<file path="config.mk">
export PLATFORM = sky130hd
export DESIGN_NAME = aprox_arbiter
export DESIGN_NICKNAME = d
export VERILOG_FILES = /design/src/rtl/aprox_arbiter.sv
export SDC_FILE = /design/constraint.sdc
export NUM_CORES = 1
export LEC_CHECK = 0
export CAP_MARGIN = 40
export CORE_MARGIN = 1
export CORE_UTILIZATION = 41
export CTS_CLUSTER_DIAMETER = 40
export DETAILED_ROUTE_END_ITERATION = 10
export GPL_ROUTABILITY_DRIVEN = 0
export PLACE_DENSITY_LB_ADDON = 0.2
export SETUP_SLACK_MARGIN = 0.15
export SLEW_MARGIN = 20
export SYNTH_ARGS = -nofsm -noshare
export SYNTH_HDL_FRONTEND = slang
export SYNTH_SLANG_ARGS = --single-unit
</file>
<file path="constraint.sdc">
create_clock -name clk -period 3.4 [get_ports clk]
set_input_delay 0.34 -clock clk [delete_from_list [all_inputs] [get_ports clk]]
set_output_delay 0.34 -clock clk [all_outputs]
set_load 0.01 [all_outputs]
</file>
<file path="src/rtl/aprox_arbiter.sv">
// Round-robin arbiter sharing one fixed-latency aprox unit between NREQ requesters.
// One operation is in flight at a time: grant, wait LAT cycles, hold the result until accepted.
module aprox_arbiter #(
    parameter int NREQ = 4,
    parameter int W    = 32,
    parameter int LAT  = 1
) (
    input  logic              clk,
    input  logic              rst_n,
    input  logic [NREQ-1:0]   req,
    input  logic [NREQ*W-1:0] req_data,
    output logic [NREQ-1:0]   gnt,
    output logic [W-1:0]      ap_in,
    input  logic [W-1:0]      ap_out,
    output logic [NREQ-1:0]   rsp_valid,
    output logic [W-1:0]      rsp_data,
    input  logic [NREQ-1:0]   rsp_ready,
    output logic              busy,
    output logic [1:0]        dbg_state
);

    localparam int PW = (NREQ > 1) ? $clog2(NREQ) : 1;

    typedef enum logic [1:0] {
        IDLE = 2'd0,
        WAIT = 2'd1,
        RESP = 2'd2
    } state_t;

    state_t          state;
    state_t          state_nx;
    logic [PW-1:0]   ptr;
    logic [PW-1:0]   owner;
    logic [PW-1:0]   sel;
    logic [PW-1:0]   idx;
    logic            found;
    logic [2:0]      cnt;
    logic [W-1:0]    data_arr [NREQ];

    for (genvar i = 0; i < NREQ; i++) begin : g_unpack
        assign data_arr[i] = req_data[i*W +: W];
    end

    // Round-robin pick: first set req bit scanning upward from ptr+1, wrapping.
    always_comb begin
        found = 1'b0;
        sel   = '0;
        idx   = '0;
        for (int k = 1; k <= NREQ; k++) begin
            idx = PW'((int'(ptr) + k) % NREQ);
            if (!found && req[idx]) begin
                found = 1'b1;
                sel   = idx;
            end
        end
    end

    always_ff @(posedge clk or negedge rst_n) begin
        if (!rst_n) begin
            state <= IDLE;
        end else begin
            state <= state_nx;
        end
    end

    // Result handshake: a result transfers on an edge where rsp_valid[owner] and
    // rsp_ready[owner] are both high; other rsp_ready bits have no effect.
    always_comb begin
        state_nx = state;
        case (state)
            IDLE:    if (found) state_nx = WAIT;
            WAIT:    if (cnt == 3'd1) state_nx = RESP;
            RESP:    if (rsp_ready[owner]) state_nx = IDLE;
            default: state_nx = IDLE;
        endcase
    end

    always_comb begin
        busy      = (state != IDLE);
        dbg_state = state;
    end

    always_ff @(posedge clk or negedge rst_n) begin
        if (!rst_n) begin
            gnt       <= '0;
            ap_in     <= '0;
            rsp_valid <= '0;
            rsp_data  <= '0;
            cnt       <= '0;
            owner     <= '0;
            ptr       <= PW'(NREQ - 1);
        end else begin
            gnt <= '0;
            case (state)
                IDLE: begin
                    if (found) begin
                        gnt   <= NREQ'(1) << sel;
                        ap_in <= data_arr[sel];
                        owner <= sel;
                        ptr   <= sel;
                        cnt   <= 3'(LAT);
                    end
                end
                WAIT: begin
                    cnt <= cnt - 3'd1;
                    if (cnt == 3'd1) begin
                        rsp_data  <= ap_out;
                        rsp_valid <= NREQ'(1) << owner;
                    end
                end
                RESP: begin
                    if (rsp_ready[owner]) begin
                        rsp_valid <= '0;
                    end
                end
                default: begin
                    rsp_valid <= '0;
                end
            endcase
        end
    end

endmodule

</file>
* Word-level counts from Yosys, hierarchy flattened
Cells that the tools add are included.
Word-level totals: output and inout bits 75, word-level logic and storage cells 75, bits in registers 81
Operators by class: bitwise operators 2, multiplexer cells 32, shifts and indexed selects 2, equality and inequality tests 6, magnitude comparators 6, reductions and logical operators 14, $add $sub $neg 5
Operators by type and width (number):
- binary-select mux 32 bit (select 2 bit) | 1
- two-way mux 32 bit | 2
- two-way mux 4 bit | 4
- less-than comparator 2 x 3 -> 1 bit (second input constant) | 5
- two-way mux 2 bit | 7
- case mux 4 bit (3 select lines) | 1
- binary-select mux 1 bit (select 2 bit) | 5
- two-way mux 1 bit | 9
- << shifter 1 x 2 -> 4 bit (first input constant) | 2
- != test 2 bit (second input constant) | 3
- case mux 2 bit (3 select lines) | 1
- case mux 3 bit (2 select lines) | 1
- AND reduction 2 bit | 3
- AND reduction 3 bit | 2
- adder 2 x 1 -> 2 bit (second input constant) | 2
- adder 2 bit (second input constant) | 2
- nonzero test 2 bit | 2
- == test 3 x 1 -> 1 bit (second input constant) | 1
- >= comparator 3 bit (second input constant) | 1
- logical AND 1 bit | 3
- zero test 1 bit | 3
- two-way mux 3 bit | 1
- NOT 2 -> 3 bit | 1
- subtractor 3 x 1 -> 3 bit (second input constant) | 1
- 4 further kinds | 4

* Logic depth before layout (Yosys ltp)
Gate-level depths: netlist of run 1.
word-level depth 17, depth in mapped cells 8, gate-level depth less buffers 6

* Worst setup path after synthesis of run 1
No wires, ideal clock.
path kind register to register, from register ptr[1], to register ap_in[0], path buffers 2, slack 1.582 ns, required time 3.276 ns, stages on the path, launching flop included 8, arrival time 1.694 ns, period minus slack after synthesis 1.818 ns, path through dfstp_2 buf_4 nand2_1 a31o_2 o21ai_2 nor2_2 buf_2 a211o_1
Between the ends: longest elaborated chain between the ends 17
RTL lines:
- from (decl) | line 32 | logic [PW-1:0] ptr;
- from (signal assigned) | line 91 | ptr <= PW'(NREQ - 1);
- from (signal assigned) | line 100 | ptr <= sel;
- adder 2 x 1 -> 2 bit | line 50 | idx = PW'((int'(ptr) + k) % NREQ);
- binary-select mux 1 bit (select 2 bit) | line 51 | if (!found && req[idx]) begin
- two-way mux 1 bit (not written as such) | line 51
- two-way mux 1 bit | line 51
- zero test 1 bit | line 51
- logical AND 1 bit | line 51
- two-way mux 1 bit | line 51
- zero test 1 bit | line 51
- logical AND 1 bit | line 51
- two-way mux 1 bit | line 51
- zero test 1 bit | line 51
- logical AND 1 bit | line 51
- two-way mux 2 bit | line 51
- NOT 2 -> 3 bit (not written as such) | line 98 | ap_in <= data_arr[sel];
- binary-select mux 32 bit (select 2 bit) | line 98
- two-way mux 32 bit (not written as such) (2 in series) | line 98
- to (signal assigned) | line 98
- to (decl) | line 13 | output logic [W-1:0] ap_in,
Several ways; a longest one is shown, not always the timed one. The select of a mux whose other input is x is not followed. A chain may end at the register's enable or synchronous reset.

* Worst setup path after layout of run 1
from register ptr[1], to register ap_in[7]
The elaborated chain is that of the path after synthesis.

==> metrics.md, run 1 <==
| Metric | Value |
|---|---|
| Clock Tree Root | clkbuf_8 |
| CTS clk-pin slew, worst paths | about 0.09 ns |
| Net Count, Synth | 550 |
| Worst r2r src | ptr[1] |
| Fin crit period | around 2.4 ns |
| Measured slew at the worst slew-check pin | approximately 0.63 ns |
| Skew final | about 0.013 ns |
| Site Rows | 36 |
| Unrepaired setup endpoints after global routing | false |
| Die Area | ~11000 um^2 |
| Seq pwr share | 0.298 |
| F_max | 415 MHz |
| Tcrit/Tclk final | 0.708 |
| Worst path most repeated cell | buf_4 |
| Slew Limit Fails | 0 |
| Top delay family on crit path | compound AO/OA/AOI/OAI gates |
| Crit path max-delay cell type | dfstp_2 |
| Htree depth | 3 |
| Endpoints failing setup | 0 |
| Leak | ~2.9 nW |
| Port-buffer cells | 244 |
| Die H | 103 um |
| Layout cells sized above 1 | 0.121 |
| # Max-Cap Violations | 0 |
| Clk sinks | roughly 80 |
| Buffer levels on the longest clock path | 2 |
| Layout Nets | between 700 and 800 |
| Slew Limit Headroom | 0.581 |
| CP max stage delay | 0.64 ns |
| Initial antenna violation count | 0 |
| Hold Path Class | input pin to asynchronous set/reset pin |
| DP HPWL | approximately 10000 um |
| Area grow syn2layout | 66.1% |
| Final Routed Wirelength | 14400 um |
| Die Width | between 100 and 150 um |
| Total negative slack | 0 ns |
| Startpoint Class | register |
| Vias in the first global route | about 4000 |
| Syn Area/Cell | 11.1 um^2 |
| Yosys warnings | 0 |
| PwrDens | just over 800 nW/um^2 |
| #FFs+latches synth | between 80 and 90 |
| DP Area | 6730 um^2 |
| Clk pwr share | 0.145 |
| TritonCTS Buffers | 9 |
| GRT Resource Usage Total | 0.266 |
| CP max FO | 32 |
| Crit-path cells | nand2_1 > a31o_2 > buf_4 > nor3_4 > buf_4 > a32o_1 > a211o_1 |
| Final Hold Fails | 0 |
| WP data arrival | between 2 and 3 ns |
| Internal | 3.66 mW |
| First-pass GRT wire length | ~21000 um |
| I/O pin total | approximately 250 |
| Crit end category | register |
| Place WS | 0.641 ns |
| Ant diodes | 0 |
| Routed Antenna Nets | 0 |
| Distinct cells, synth | 39 |
| Core footprint | between 9000 and 10000 um^2 |
| Levels on crit path | 7 |
| Initial DRC Count | ~130 |
| Via Count | between 4000 and 5000 |
| DRC violation count after routing | 0 |
| Bufs and invs on worst path | 2 |
| Largest net degree at the start of global routing | between 40 and 50 |
| Crit Path Category | register to register |
| Sequential cell area fraction in the yosys report | 0.483 |
| Initial core utilization | 0.426 |
| Outcome | finished, final reports clean |
| Setup crit start | ptr[1] |
| Comb pwr share | 0.557 |
| Clock latency on the worst-skew pair | 0.36 ns |
| Via-to-Cell Ratio | 5.67 |
| VDD IR max | about 0.48 mV |
| Req. time, crit path | approximately 3.7 ns |
| Commonest non-fill, non-tap cells in the layout | clkdlybuf4s50_1, dfrtp_1, nand3_1, o21ai_0, a32o_1 |
| Net Sw Frac | 0.366 |
| Finished Cell Area | roughly 7000 um^2 |
| Final setup margin | around 0.99 ns |
| Mapped Cells | 378 |
| Switching Power | around 2.1 mW |
| Worst hold slack | approximately 0.48 ns |
| Worst Reg-to-Reg Cells | 7 |
| Most common cell after layout, fill and taps aside | clkdlybuf4s50_1 |
| Setup repair bufs after CTS | 0 |
| First-pass DRT Iterations | 4 |
| Overflow after GRT | 0 |
| CTS tree | yes |
| Wire length per cell | 19.3 um |
| Synth Cell Area | approximately 4200 um^2 |
[path summary, 6_finish.rpt]
kind	slack, ns	endpoint
min in group clk	0.51	rsp_valid[0]
max in group asynchronous	2.30	rsp_valid[1]
setup / recovery	0.99	ap_in[7]
hold / removal	0.48	ap_in[26]
setup reg to reg	0.99	ap_in[7]
hold reg to reg	0.51	rsp_valid[0]
[Yosys cell counts, drive strengths merged]
cell type	number	share of area
a211o	32	0.067
xnor2	1	0.0021
nand2b	7	0.010
o2bb2ai	2	0.0042
or2	1	0.0015
clkbuf	12	0.011
ha	2	0.0060
o221ai	1	0.0021
a31oi	3	0.0074
or4b	1	0.0024
inv	6	0.0054
and2	1	0.0015
nor3	2	0.0051
a21o	2	0.0036
nor2	9	0.0092
mux2i	2	0.0048
a32o	34	0.081
a21oi	3	0.0036
o21ai	36	0.044
dfrtp	79	0.47
a211oi	32	0.057
dfstp	2	0.013
buf	27	0.037
nand2	6	0.0054
mux2	32	0.086
nand3	35	0.042
a31o	3	0.0083
o221a	1	0.0027
and3	1	0.0015
a21boi	1	0.0027
nor2b	2	0.0030
[flip-flops by register name, indices dropped and copies added (netlist names)]
register	cells
dbg_state	2
ptr	2
rsp_data	32
owner	2
cnt	3
rsp_valid	4
ap_in	32
gnt	4
[power by group through the flow]
| stage | combinational, mW | sequential [mW] | clock [mW] |
|---|---|---|---|
| after floorplan | 1.64 | 1.89 | 0 |
| after global placement | 3.14 | 1.71 | 0 |
| after detailed placement | 3.23 | 1.74 | 0 |
| after CTS | 3.24 | 1.73 | 0.855 |
| after global routing | 3.48 | 1.79 | 0.897 |
| final | 3.22 | 1.72 | 0.838 |
[routing by layer]
metal,part of all wire,vias up,global-route usage,wire length (um)
li1,-,1934,-,-
met1,0.40,2087,0.313,5700
met2,0.52,156,0.471,7400
met3,0.051,35,0.0437,726
met4,0.036,0,0.138,521
met5,0,-,0,0
[what timing repair did]
action                                 CTS  global route
gates resized for setup                  0             0
hold buffers                             1             0
endpoints found under the hold margin   35             0
[metrics by stage]
| stage | utilization | total power [mW] | cells |
|---|---|---|---|
| after floorplan | - | 3.53 | 378 |
| after global placement | 0.680 | 4.85 | 725 |
| after detailed placement | 0.682 | 4.97 | 726 |
| after CTS | 0.707 | 5.82 | 743 |
| after global routing | 0.707 | 6.17 | 743 |
| final | 0.707 | 5.77 | 743 |
[final cells by class]
| type | count | area, um^2 |
|---|---|---|
| Sequential cell | 81 | 2030 |
| Multi-Input combinational cell | 252 | 1970 |
| Fill cell | 766 | 2890 |
| Timing Repair Buffer | 255 | 2550 |
| Inverter | 6 | 22.5 |
| Tap cell | 133 | 166 |
| Clock inverter | 5 | 85.1 |
| Clock buffer | 11 | 151 |
[cells by family (layout without fill, tap and decap cells)]
logic type / Yosys count / in the layout / synth area share
fa+ha+maj: 2 / 2 / 0.00596
flops: 81 / 81 / 0.483
simple gates: 65 / 65 / 0.0816
buf+inv: 45 / 277 / 0.0533
mux: 34 / 34 / 0.0906
compound gates: 150 / 150 / 0.283
xor+xnor: 1 / 1 / 0.00209
No activity file was read; power rests on OpenSTA's default activity.
==> inputs of run 2 (changes only) <==
Settings changed: CORE_UTILIZATION 41 to 35.
Clock period 3.4 ns to 2.1 ns, I/O delays scaled along.
==> run 2 against run 1 <==
The flow now finishes with violations (design-rule violations). Design area grew 5.2%. Combinational power up 75%. Flip-flop and latch count stayed put. Largest power group unchanged. Clock skew decreased by 0.0084 ns. Critical path depth did not move. Cell count grew 3.8%. Setup slack lost 0.76 ns. Fmax grew 29%. Count of clock-buffer cells in the layout is 1 lower.
==> metrics.md, run 2 (same netlist as run 1, synthesis figures left out) <==
| Metric | Value |
|---|---|
| Measured slew at the worst slew-check pin | 0.377 ns (-0.251 ns) |
| Comb pwr share | 0.559 (+0.002) |
| Unrepaired setup endpoints after global routing | false |
| Initial core utilization | 0.363 (-0.0626) |
| # Max-Cap Violations | 0 (unchanged) |
| Overflow after GRT | 0 (unchanged) |
| Skew final | 0.00473 ns (-0.00839 ns) |
| CP max FO | 37 (+16%) |
| GRT Resource Usage Total | 0.241 (-0.0258) |
| Clock Tree Root | clkbuf_16 |
| Clk sinks | 81 (unchanged) |
| Area grow syn2layout | 74.7% |
| End of the worst register-to-register path | ap_in[7] |
| Power Total | 10.1 mW (+75%) |
| Core footprint | 11600 um^2 (+17%) |
| Endpoints failing setup | 0 (unchanged) |
| Fin crit period | 1.87 ns (-0.541 ns) |
| CTS tree | yes |
| Internal | 6.53 mW (+78%) |
| Crit end category | register |
| DRC violation count after routing | 20 (+20) |
| Die Area | 12400 um^2 (+17%) |
| Final Hold Fails | 0 (unchanged) |
| Die Width | 112 um (+8.1%) |
| Wire length per cell | 19.2 um (-0.83%) |
| PwrDens | 1380 nW/um^2 (+66%) |
| Place WS | -0.0642 ns (-0.706 ns) |
| Hold Path Class | input pin to asynchronous set/reset pin |
| Initial antenna violation count | 0 (unchanged) |
| Buffer levels on the longest clock path | 2 (unchanged) |
| Htree depth | 3 (unchanged) |
| Outcome | finished, violations left |
| Die H | 112 um (+8.1%) |
| Req. time, crit path | 2.33 ns (-1.37 ns) |
| First-pass DRT Iterations | 8 (+4) |
| Top delay family on crit path | compound AO/OA/AOI/OAI gates |
| VDD IR max | 1.02 mV (+110%) |
| CTS clk-pin slew, worst paths | 0.06 ns (-0.03 ns) |
| Vias in the first global route | 4556 (+13%) |
| Storage cell area | 2030 um^2 (unchanged) |
| Site Rows | 39 (+8.3%) |
| Seq pwr share | 0.275 (-0.023) |
| Crit-path cells | nand2b_1 > a21o_1 > o221a_4 > buf_12 > buf_4 > a211oi_1 > a211o_1 |
| Layout cells sized above 1 | 0.148 (+0.0268) |
| TritonCTS Buffers | 9 (unchanged) |
| Initial DRC Count | 615 (+360%) |
| Largest regs | ap_in x32, rsp_data x32 |
| Slew Limit Fails | 0 (unchanged) |
| Clock latency on the worst-skew pair | 0.34 ns (-0.02 ns) |
| First-pass GRT wire length | 23400 um (+11%) |
| Ant diodes | 0 (unchanged) |
| Via Count | 4274 (+1.5%) |
| Leak | 3.04 nW (+5.9%) |
| Failing checks | design-rule violations |
| Worst r2r src | ptr[1] |
| Largest net degree at the start of global routing | 70 (+56%) |
| Fillers | 959 (+25%) |
| R2R Setup Slk | 0.23 ns (-0.76 ns) |
| CP max stage delay | 0.56 ns (-0.08 ns) |
| Startpoint Class | register |
| Crit Path Category | register to register |
| Crit path max-delay cell type | dfstp_2 |
| Final setup margin | 0.233 ns (-0.759 ns) |
| Layout Nets | 796 (+2.4%) |
| F_max | 536 MHz (+29%) |
| Tcrit/Tclk final | 0.889 (+0.181) |
| Switching Power | 3.56 mW (+68%) |
| DP HPWL | 10500 um (+2.4%) |
| Routed Antenna Nets | 0 (unchanged) |
| Slew Limit Headroom | 0.749 (+0.168) |
| Worst Reg-to-Reg Cells | 7 (unchanged) |
| I/O pin total | 245 (unchanged) |
| Port-buffer cells | 244 (unchanged) |
| Final Routed Wirelength | 14800 um (+2.9%) |
| Net Sw Frac | 0.353 (-0.0134) |
| Via-to-Cell Ratio | 5.54 (-2.2%) |
| WP data arrival | 2.09 ns (-0.62 ns) |
| Most common cell after layout, fill and taps aside | clkdlybuf4s50_1 |
| Multi-input logic area | 2000 um^2 (+1.5%) |
| Commonest non-fill, non-tap cells in the layout | clkdlybuf4s50_1, dfrtp_1, nand3_1 |
| Clk pwr share | 0.165 (+0.020) |
| Bufs and invs on worst path | 2 (unchanged) |
-- run 2: cell types whose count changed in the layout (fill, tap and decap cells not counted), sizes merged --
cell,change
buf,+19
clkinv,+2
inv,-2
clkbuf,-1
-- run 2: worst max path at each step --
stage	start	endpoint	slack, ns	depth (start not counted)
after CTS	ptr[1]	ap_in[25]	0.17	6
after global placement	req[1]	ap_in[25]	-0.02	8
after floorplan	ptr[1]	ap_in[0]	0.28	7
final	ptr[1]	ap_in[7]	0.23	7
after detailed placement	req[1]	ap_in[25]	-0.06	8
after global routing	ptr[1]	ap_in[26]	0.13	7
-- run 2: layout make-up --
| cell class | instances | share of cell area |
|---|---|---|
| tap | 143 | 0.0244 |
| clock buffer | 10 | 0.0312 |
| inverter | 6 | 0.00307 |
| multi-input combinational | 252 | 0.273 |
| sequential | 81 | 0.277 |
| clock inverter | 5 | 0.0111 |
| timing repair buffer | 274 | 0.381 |
-- run 2: worst register-to-register path, stage by stage, from the launching register on --
cell,delay [ns]
dfstp_2,0.56
nand2b_1,0.11
a21o_1,0.17
o221a_4,0.22
buf_12,0.21
buf_4,0.17
a211oi_1,0.05
a211o_1,0.27
-- run 2: stage by stage --
stage / util / std cells / area, um^2 / hold WS, ns / TNS [ns]
6_report: 0.634 / 771 / 7340 / 0.321 / 0
5_1_grt: 0.634 / 771 / 7340 / 0.347 / 0
4_1_cts: 0.632 / 771 / 7310 / 0.319 / 0
3_5_place_dp: 0.603 / 754 / 6980 / 0.155 / -0.184
3_3_place_gp: 0.603 / 754 / 6980 / 0.156 / -0.0256
2_1_floorplan: - / 378 / 4200 / -0.0856 / 0
-- run 2: routing by layer --
metal  share of wire  track usage
met5               0            0
met4           0.025       0.0892
met3           0.085       0.0800
met2            0.49        0.405
met1            0.40        0.286
-- run 2: power by group through the flow --
stage | logic (mW) | clock network (mW) | registers [mW]
3_3_place_gp | 5.47 | 0 | 2.78
6_report | 5.65 | 1.67 | 2.78
5_1_grt | 6.06 | 1.76 | 2.89
3_5_place_dp | 5.59 | 0 | 2.82
2_1_floorplan | 2.65 | 0 | 3.07
4_1_cts | 5.65 | 1.72 | 2.79
-- run 2: what timing repair did --
action                                 CTS  global route
endpoints found under the hold margin   25             0
setup endpoints to repair               24            25
buffers inserted                         1             0
gates resized for setup                  1            11
hold buffers                             1             0
